--- config.mk ---
export PLATFORM = sky130hd
export DESIGN_NAME = bht_predictor
export DESIGN_NICKNAME = d
export VERILOG_FILES = /design/src/rtl/bht_pkg.sv /design/src/rtl/bht_predictor_sat_counter.sv /design/src/rtl/bht_predictor.sv
export SDC_FILE = /design/constraint.sdc
export NUM_CORES = 2
export LEC_CHECK = 0
export CAP_MARGIN = 0
export CORE_ASPECT_RATIO = 0.6
export CORE_MARGIN = 3
export CORE_UTILIZATION = 50
export CTS_CLUSTER_SIZE = 24
export DETAILED_ROUTE_END_ITERATION = 10
export DONT_BUFFER_PORTS = 1
export GPL_ROUTABILITY_DRIVEN = 0
export SLEW_MARGIN = 20
export SYNTH_ARGS = -nofsm -noshare
export SYNTH_HDL_FRONTEND = slang
export SYNTH_HIERARCHICAL = 1
export SYNTH_SLANG_ARGS = --single-unit
--- constraint.sdc ---
create_clock -name clk -period 12.4 [get_ports clk]
set_input_delay 0.62 -clock clk [delete_from_list [all_inputs] [get_ports clk]]
set_output_delay 0.62 -clock clk [all_outputs]
set_load 0.005 [all_outputs]
--- src/rtl/bht_pkg.sv ---
// Shared definitions for the dynamic branch predictor: static fallback policy
// codes, predictor state encoding and the fallback decision helper.
package bht_pkg;

  localparam int unsigned NOT_TAKEN = 0;
  localparam int unsigned TAKEN     = 1;
  localparam int unsigned BTFNT     = 2;

  typedef enum logic {
    INIT,
    READY
  } state_t;

  // Static prediction used whenever the table cannot answer; unknown modes act as not-taken.
  function automatic logic fallback_pred(input int unsigned mode,
                                         input logic [31:0] pc,
                                         input logic [31:0] pc_next);
    case (mode)
      TAKEN:   return 1'b1;
      BTFNT:   return pc_next < pc;
      default: return 1'b0;
    endcase
  endfunction

endpackage

--- src/rtl/bht_predictor_sat_counter.sv ---
// Combinational next value of a saturating up/down counter, clamped at 0 and all-ones.
module sat_counter #(
  parameter int unsigned WIDTH = 2
) (
  input  logic [WIDTH-1:0] i_cnt,
  input  logic             i_inc,
  output logic [WIDTH-1:0] o_cnt
);

  always_comb begin
    o_cnt = i_cnt;
    if (i_inc) begin
      if (i_cnt != '1) o_cnt = i_cnt + 1'b1;
    end else begin
      if (i_cnt != '0) o_cnt = i_cnt - 1'b1;
    end
  end

endmodule

--- src/rtl/bht_predictor.sv ---
// Direct-mapped tagged branch history table with saturating counters; falls back
// to a static policy on a miss or while the table is being swept after reset.
module bht_predictor
  import bht_pkg::*;
#(
  parameter int unsigned SIZE_WIDTH    = 6,
  parameter int unsigned COUNTER_WIDTH = 2,
  parameter int unsigned FALLBACK_MODE = BTFNT
) (
  input  logic        clk,
  input  logic        rst,
  input  logic [31:0] pc_i,
  input  logic [31:0] pc_next_i,
  output logic        taken_o,
  output logic        hit_o,
  output logic        ready_o,
  input  logic        update_en_i,
  input  logic [31:0] update_pc_i,
  input  logic        update_taken_i
);

  localparam int unsigned SIZE      = 2**SIZE_WIDTH;
  localparam int unsigned TAG_WIDTH = 30 - SIZE_WIDTH;
  localparam int unsigned THR_I     = 2**(COUNTER_WIDTH-1);
  localparam logic [COUNTER_WIDTH-1:0] THR    = THR_I[COUNTER_WIDTH-1:0];
  localparam logic [COUNTER_WIDTH-1:0] THR_M1 = THR - 1'b1;

  typedef struct packed {
    logic                     valid;
    logic [TAG_WIDTH-1:0]     tag;
    logic [COUNTER_WIDTH-1:0] cnt;
  } entry_t;

  entry_t                r_tbl [SIZE];
  state_t                r_state;
  logic [SIZE_WIDTH-1:0] r_init_idx;

  logic                     w_live;
  logic [SIZE_WIDTH-1:0]    w_idx;
  logic [TAG_WIDTH-1:0]     w_tag;
  entry_t                   w_rd;
  logic                     w_hit;
  logic                     w_fallback;
  logic [SIZE_WIDTH-1:0]    w_uidx;
  logic [TAG_WIDTH-1:0]     w_utag;
  entry_t                   w_ue;
  logic                     w_uhit;
  logic [COUNTER_WIDTH-1:0] w_sat_cnt;
  entry_t                   w_new;
  logic                     w_unused_pc_lsbs;

  assign w_unused_pc_lsbs = ^{pc_i[1:0], update_pc_i[1:0]};

  // Reset is synchronous, so the table must read as offline during the rst cycle itself.
  assign w_live  = (r_state == READY) && !rst;
  assign ready_o = w_live;

  assign w_idx      = pc_i[SIZE_WIDTH+1:2];
  assign w_tag      = pc_i[31:SIZE_WIDTH+2];
  assign w_rd       = r_tbl[w_idx];
  assign w_hit      = w_live && w_rd.valid && (w_rd.tag == w_tag);
  assign w_fallback = fallback_pred(FALLBACK_MODE, pc_i, pc_next_i);
  assign hit_o      = w_hit;
  assign taken_o    = w_hit ? (w_rd.cnt >= THR) : w_fallback;

  assign w_uidx = update_pc_i[SIZE_WIDTH+1:2];
  assign w_utag = update_pc_i[31:SIZE_WIDTH+2];
  assign w_ue   = r_tbl[w_uidx];
  assign w_uhit = w_ue.valid && (w_ue.tag == w_utag);

  sat_counter #(
    .WIDTH (COUNTER_WIDTH)
  ) u_sat (
    .i_cnt (w_ue.cnt),
    .i_inc (update_taken_i),
    .o_cnt (w_sat_cnt)
  );

  always_comb begin
    w_new.valid = 1'b1;
    w_new.tag   = w_utag;
    if (w_uhit) begin
      w_new.cnt = w_sat_cnt;
    end else begin
      w_new.cnt = update_taken_i ? THR : THR_M1;
    end
  end

  always_ff @(posedge clk) begin
    if (rst) begin
      r_state    <= INIT;
      r_init_idx <= '0;
    end else begin
      case (r_state)
        INIT: begin
          r_tbl[r_init_idx] <= '{valid: 1'b0, tag: '0, cnt: THR_M1};
          r_init_idx        <= r_init_idx + 1'b1;
          if (r_init_idx == '1) r_state <= READY;
        end
        READY: begin
          if (update_en_i) r_tbl[w_uidx] <= w_new;
        end
        default: begin
          r_state    <= INIT;
          r_init_idx <= '0;
        end
      endcase
    end
  end

endmodule
After elaboration in Yosys (flattened, before gate mapping). Memories as Yosys holds them, arrays and structs flattened. Cells that the tools add are included.

Memories kept: 1. Bits of input ports: 100. Bits in writable memories: 1728. Bits in latches: 0. Register bits: 7. Bits in read-only memories: 0.

Memory list: r_tbl (depth 64, width 27, read ports 2, clocked after memory_dff 0, wr ports 1, RTL line bht_predictor.sv:34) `entry_t r_tbl [SIZE];`.

Order comparisons: 2. Add/subtract/negate cells: 3. Multipliers: 0. Muxes and demuxes: 18. Eq/ne operators: 4. Bitwise logic cells: 0. Divide/modulo/power cells: 0. Shifts and indexed selects: 0. Reduce and logical (&&, ||, !) cells: 7.

Operators with widths (number): $eq 24x24->1 (2); $lt 32x32->1 (1); $mux 27 (1); $reduce_or 27->1 (1); $mux 1 (11); $mux 2 (5); $add 6x1->6 const B (1); $eq 6x6->1 const B (1); $mux 6 (1); $logic_and 1x1->1 (4); $add 2x1->2 const B (1); $ge 2x2->1 const B (1); $ne 2x2->1 const B (1); $reduce_bool 2->1 (1); $sub 2x1->2 const B (1); $logic_not 1->1 (1).

Depth between registers and ports, before layout.
Word-level depth: 6. Depth in mapped cells: 16. Mapped depth without buffers: 11.

Cells and area by module. The synthesis kept the hierarchy.

Modules (own cells, without submodules): bht_predictor (cells each 4364, times used 1, area an instance 81981.1 um2); sat_counter (cells each 3, times used 1, area an instance 26.3 um2).

Worst setup path after synthesis. No wires, ideal clock.

Path kind: input -> register. From: input port update_pc_i[2]. To: memory r_tbl[0][1] (netlist name) (data pin). Cell stages on the path: 13. Path slack: 6862 ps. Buffers on the path: 5. Arrival time: 4990 ps. Cell sequence: buf_6 -> buf_6 -> buf_6 -> buf_4 -> buf_2 -> mux4_2 -> a22oi_1 -> a21oi_1 -> a21oi_1 -> a41oi_1 -> nor4_2 -> nand4_1 -> a21oi_1.

Cells in the longest elaborated chain, start to end: 6.

RTL lines: start: declaration (RTL line bht_predictor.sv:18) `input logic [31:0] update_pc_i,`; $mem_v2 64x27 (*); $sub 2x1->2 (tied with other cells) (RTL line bht_predictor_sat_counter.sv:15) `if (i_cnt != '0) o_cnt = i_cnt - 1'b1;`; $mux 2 (on tied branches) (RTL line bht_predictor_sat_counter.sv:15, bht_predictor_sat_counter.sv:13); $mux 2 (RTL line bht_predictor_sat_counter.sv:12) `if (i_inc) begin`; $mux 2 (*) (RTL line bht_predictor.sv:82) `if (w_uhit) begin`; $mux 27 (no source line) (*); end: declaration (RTL line bht_predictor.sv:34).

Every way passes the cells marked *; elsewhere a longest branch is shown, timed or not.

Worst setup path after layout.
From: input port pc_i[3]. To: output port taken_o.

Cells in the longest elaborated chain, start to end: 4.

RTL lines: start: declaration (RTL line bht_predictor.sv:12) `input logic [31:0] pc_i,`; $mem_v2 64x27; $eq 24x24->1 / $logic_and 1x1->1 (equally long branches) (RTL line bht_predictor.sv:61) `assign w_hit = w_live && w_rd.valid && (w_rd.tag == w_tag);`; $logic_and 1x1->1 (RTL line bht_predictor.sv:61); $mux 1 (*) (RTL line bht_predictor.sv:64) `assign taken_o = w_hit ? (w_rd.cnt >= THR) : w_fallback;`; end: declaration (RTL line bht_predictor.sv:14) `output logic taken_o,`.

Marked as above.

==> qor_table.md <==
| Metric | Reported |
| --- | --- |
| Total standard cell area after synthesis | 82,000 sq um |
| DRC violation count after routing | 0 |
| Post-synth EDFFs | 1,728 |
| Signal arrival time at the worst endpoint | 6850 ps |
| Fin Clk Skew | 43.7 ps |
| Worst relative slew slack | -0.169 |
| Largest fanout on the critical path | 154 |
| Postcts setup bufs | 0 |
| Setup Total Neg Slack | 0 ps |
| Mean number of vias per cell | 7.73 |
| GRT Resource Usage Total | 0.380 |
| Primary flip-flop cell chosen by synthesis mapping | sky130_fd_sc_hd__edfxtp_1 |
| Met1 Routed Length | 121,000 um |
| Clock H-tree levels | 4 |
| Number of input and output port buffers inserted | 0 |
| Status | finished, violations left |
| Maximum clock frequency | 0.134 GHz |
| Final setup fails | 0 |
| Max capacitance violation total | 0 |
| Global-route wire length before repair | 431,000 um |
| Number of antenna violations at the first check in global routing | 14 |
| Wirelength per Cell | 48.6 um |
| Post-layout minimum cycle time | 7470 ps |
| Standard cell core area | 162,000 sq um |
| Remaining global-route overflow | 0 |
| Synth-to-Final Area Change | 10.4% |
| Syn_area_per_cell | 18.8 sq um |
| First-pass iteration count of the detailed router | 10 |
| Fin. max-slew vios | 124 |
| Leakage component of the power | 0.0298 uW |
| Worst hold path class | primary input to flop |
| Setup repair after global routing missed its margin | no |
| Number of nets in the layout | 4,502 |
| Clock transition at the register clock pins on the worst setup and hold paths after CTS | 70 ps |
| CTS tree | yes |
| Num CTS Buffers | 169 |
| Worst EP required | 11,780 ps |
| Post-synthesis register bit count | 1,735 |
| Crit Path Class | primary input to primary output |
| Clock sink total | 1,735 |
| Die Span Y | 320 um |
| Largest voltage drop on the vdd net | 128 uV |
| Mapped Cells | 4,367 |
| Final core utilization | 0.559 |
| Pwr per Cell Area | 139 nW/um^2 |
| Total length of routed wires | 323,000 um |
| Violated checks | max-slew violations |
| Total of warnings raised by yosys | 6 |
| Number of antenna-violating nets in the routed design | 0 |
| Share of async-settable or async-resettable flops after synthesis | 0 |
| Initial Utilization | 0.506 |
| Crit end category | primary output |
| Total length of routed met3 wires | 59,100 um |
| Post-Synthesis Net Count | 4,499 |
| Basic-gate share of the synthesized area counting and, or, nand and nor cells | 0.0344 |
| Fin. Hold Viols | 0 |
| Distinct cell type count of the synthesized netlist | 81 |
| Buffer cell driving the clock tree root | sky130_fd_sc_hd__clkbuf_16 |
| Top Ports | 103 |
| Die Span X | 529 um |
| Row count | 114 |
| Half-perimeter wire length after detailed placement | 190,000 um |
| Fraction of layout instances using a drive strength above 1 | 0.294 |
| Fraction of synthesized area in multiplexers | 0.254 |
| Sum of internal, switching and leakage power | 12,600 uW |
| Adder and majority gate portion of the synthesized area | 0.00516 |
| Fraction of synthesized cell area in xor and xnor cells | 0.00748 |
| CTS Buffer Depth | 4 |
| Dominant combinational cell family by area after synthesis | multiplexers |
| Complex-gate fraction of the synthesized area | 0.0427 |
| Worst Max-Slew Pin Slew | 1750 ps |
| Worst-skew pair later-pin latency | 840 ps |
| Via count of the first global-routing pass | 48,200 |
| Highest routed metal layer | met5 |
| Register area share after synthesis | 0.634 |
| Period utilisation layout | 0.602 |
| First DRT Iteration DRCs | 10,400 |
| Fin Hold WS | 317 ps |
| Met2 wire length | 128,000 um |
| Number of vias in the routed layout | 51,400 |
| Critical path launch point type | primary input |
| Maximum number of pins on one net before global-route repair | 426 |
| Area of the die | 169,000 sq um |
## sequential cells by signal, indices dropped and copies added, names as in the netlist
| signal | count |
|---|---|
| r_state | 1 |
| r_init_idx | 6 |
| r_tbl | 1728 |
## report_power, final
group / internal (uW) / switching (uW) / total (uW)
Clock: 2960 / 2290 / 5260
Sequential: 6370 / 9.43 / 6380
Combinational: 391 / 573 / 964
Total: 9720 / 2880 / 12600
## cells in the mapped netlist (30+ instances only)
cell	count	area share
sky130_fd_sc_hd__o21ai_0	38	0.0023
sky130_fd_sc_hd__ha_1	32	0.0049
sky130_fd_sc_hd__xnor2_1	53	0.0057
sky130_fd_sc_hd__nand2_1	152	0.0070
sky130_fd_sc_hd__a22oi_1	172	0.016
sky130_fd_sc_hd__nor2_1	144	0.0066
sky130_fd_sc_hd__mux2i_1	289	0.035
sky130_fd_sc_hd__buf_2	128	0.0078
sky130_fd_sc_hd__o22ai_1	31	0.0024
sky130_fd_sc_hd__a21oi_1	67	0.0041
sky130_fd_sc_hd__nor2b_1	39	0.0030
sky130_fd_sc_hd__buf_4	45	0.0041
sky130_fd_sc_hd__nand4_1	35	0.0027
sky130_fd_sc_hd__nand3_1	68	0.0041
sky130_fd_sc_hd__mux4_2	779	0.21
sky130_fd_sc_hd__edfxtp_1	1728	0.63
sky130_fd_sc_hd__inv_1	34	0.0016
sky130_fd_sc_hd__and3_1	40	0.0031
sky130_fd_sc_hd__clkbuf_1	94	0.0043
sky130_fd_sc_hd__mux2_2	30	0.0041
## cell usage in the layout (no fill, tap or decap), drive strengths merged, types with 13 or more instances in the layout
cell type / instances
nand2b: 23
a221oi: 25
nor4: 17
mux2i: 289
nand4: 35
nand3: 68
diode: 13
a32oi: 15
nor2: 144
a21oi: 68
buf: 145
a21o: 14
a211oi: 20
ha: 32
bufinv: 20
clkinv: 65
edfxtp: 1728
o22ai: 31
and3: 40
nand2: 152
xnor2: 53
a22o: 13
mux2: 30
inv: 45
a22oi: 172
mux4: 780
nor2b: 39
o21ai: 39
nor3: 29
clkbuf: 203
xor2: 17
a31oi: 26
## routing by layer
layer / global-route usage / vias to the layer above
met5: 0.00278 / -
li1: - / 18700
met1: 0.542 / 27300
met3: 0.196 / 690
met4: 0.150 / 12
met2: 0.490 / 4736
## per-stage QoR
step | cells | instance area, sq um | worst slack, ps
finish | 6652 | 90500 | 4930
global route | 6639 | 90500 | 5020
CTS | 6629 | 90100 | 6790
detailed placement | 6334 | 84800 | 6700
global placement | 6332 | 84700 | 6780
floorplan | 4367 | 82000 | 6860
## path summary, 6_finish.rpt
path	startpoint	to	slack, ps	depth (start not counted)
worst max register to register	r_tbl[18][17]	r_tbl[33][1]	7410	11
worst min-delay path	update_pc_i[11]	r_tbl[17][5]	320	1
worst min register to register	r_init_idx[0]	r_init_idx[0]	530	2
worst max-delay path	pc_i[3]	taken_o	4930	14
## worst max-delay path, cell delays in order
cell	delay, ps
sky130_fd_sc_hd__buf_16	600
sky130_fd_sc_hd__buf_16	590
sky130_fd_sc_hd__buf_16	530
sky130_fd_sc_hd__nand2b_1	850
sky130_fd_sc_hd__buf_4	360
sky130_fd_sc_hd__o22ai_1	100
sky130_fd_sc_hd__a32o_1	210
sky130_fd_sc_hd__a311oi_1	400
sky130_fd_sc_hd__nand3_1	470
sky130_fd_sc_hd__xnor2_1	380
sky130_fd_sc_hd__o2111ai_1	180
sky130_fd_sc_hd__a2111oi_1	640
sky130_fd_sc_hd__nand3_1	190
sky130_fd_sc_hd__mux2i_1	270
## final cells by class
cell class,count,area (sq um)
multi-input combinational,2276,28900
tap,2146,2690
sequential,1735,52000
clock inverter,91,928
fill,12200,71500
inverter,42,161
clock buffer,203,4440
antenna,13,32.5
timing repair buffer,146,1340
## cells by family (layout without fill, tap and decap cells)
group	Yosys count	after routing
AO/OA/AOI/OAI	490	490
other	0	13
buffers and inverters	356	482
AND/OR/NAND/NOR	583	583
adder cells (fa/ha/maj)	34	34
XOR/XNOR	70	70
flip-flops	1735	1735
multiplexers	1099	1099
## timing repair
| action | CTS | global route |
|---|---|---|
| setup endpoints to repair | 0 | 0 |
| hold buffers | 1 | 0 |
| resized for setup | 0 | 0 |
| hold endpoints to repair | 7 | 0 |
Power figures use the tool's default switching activity.
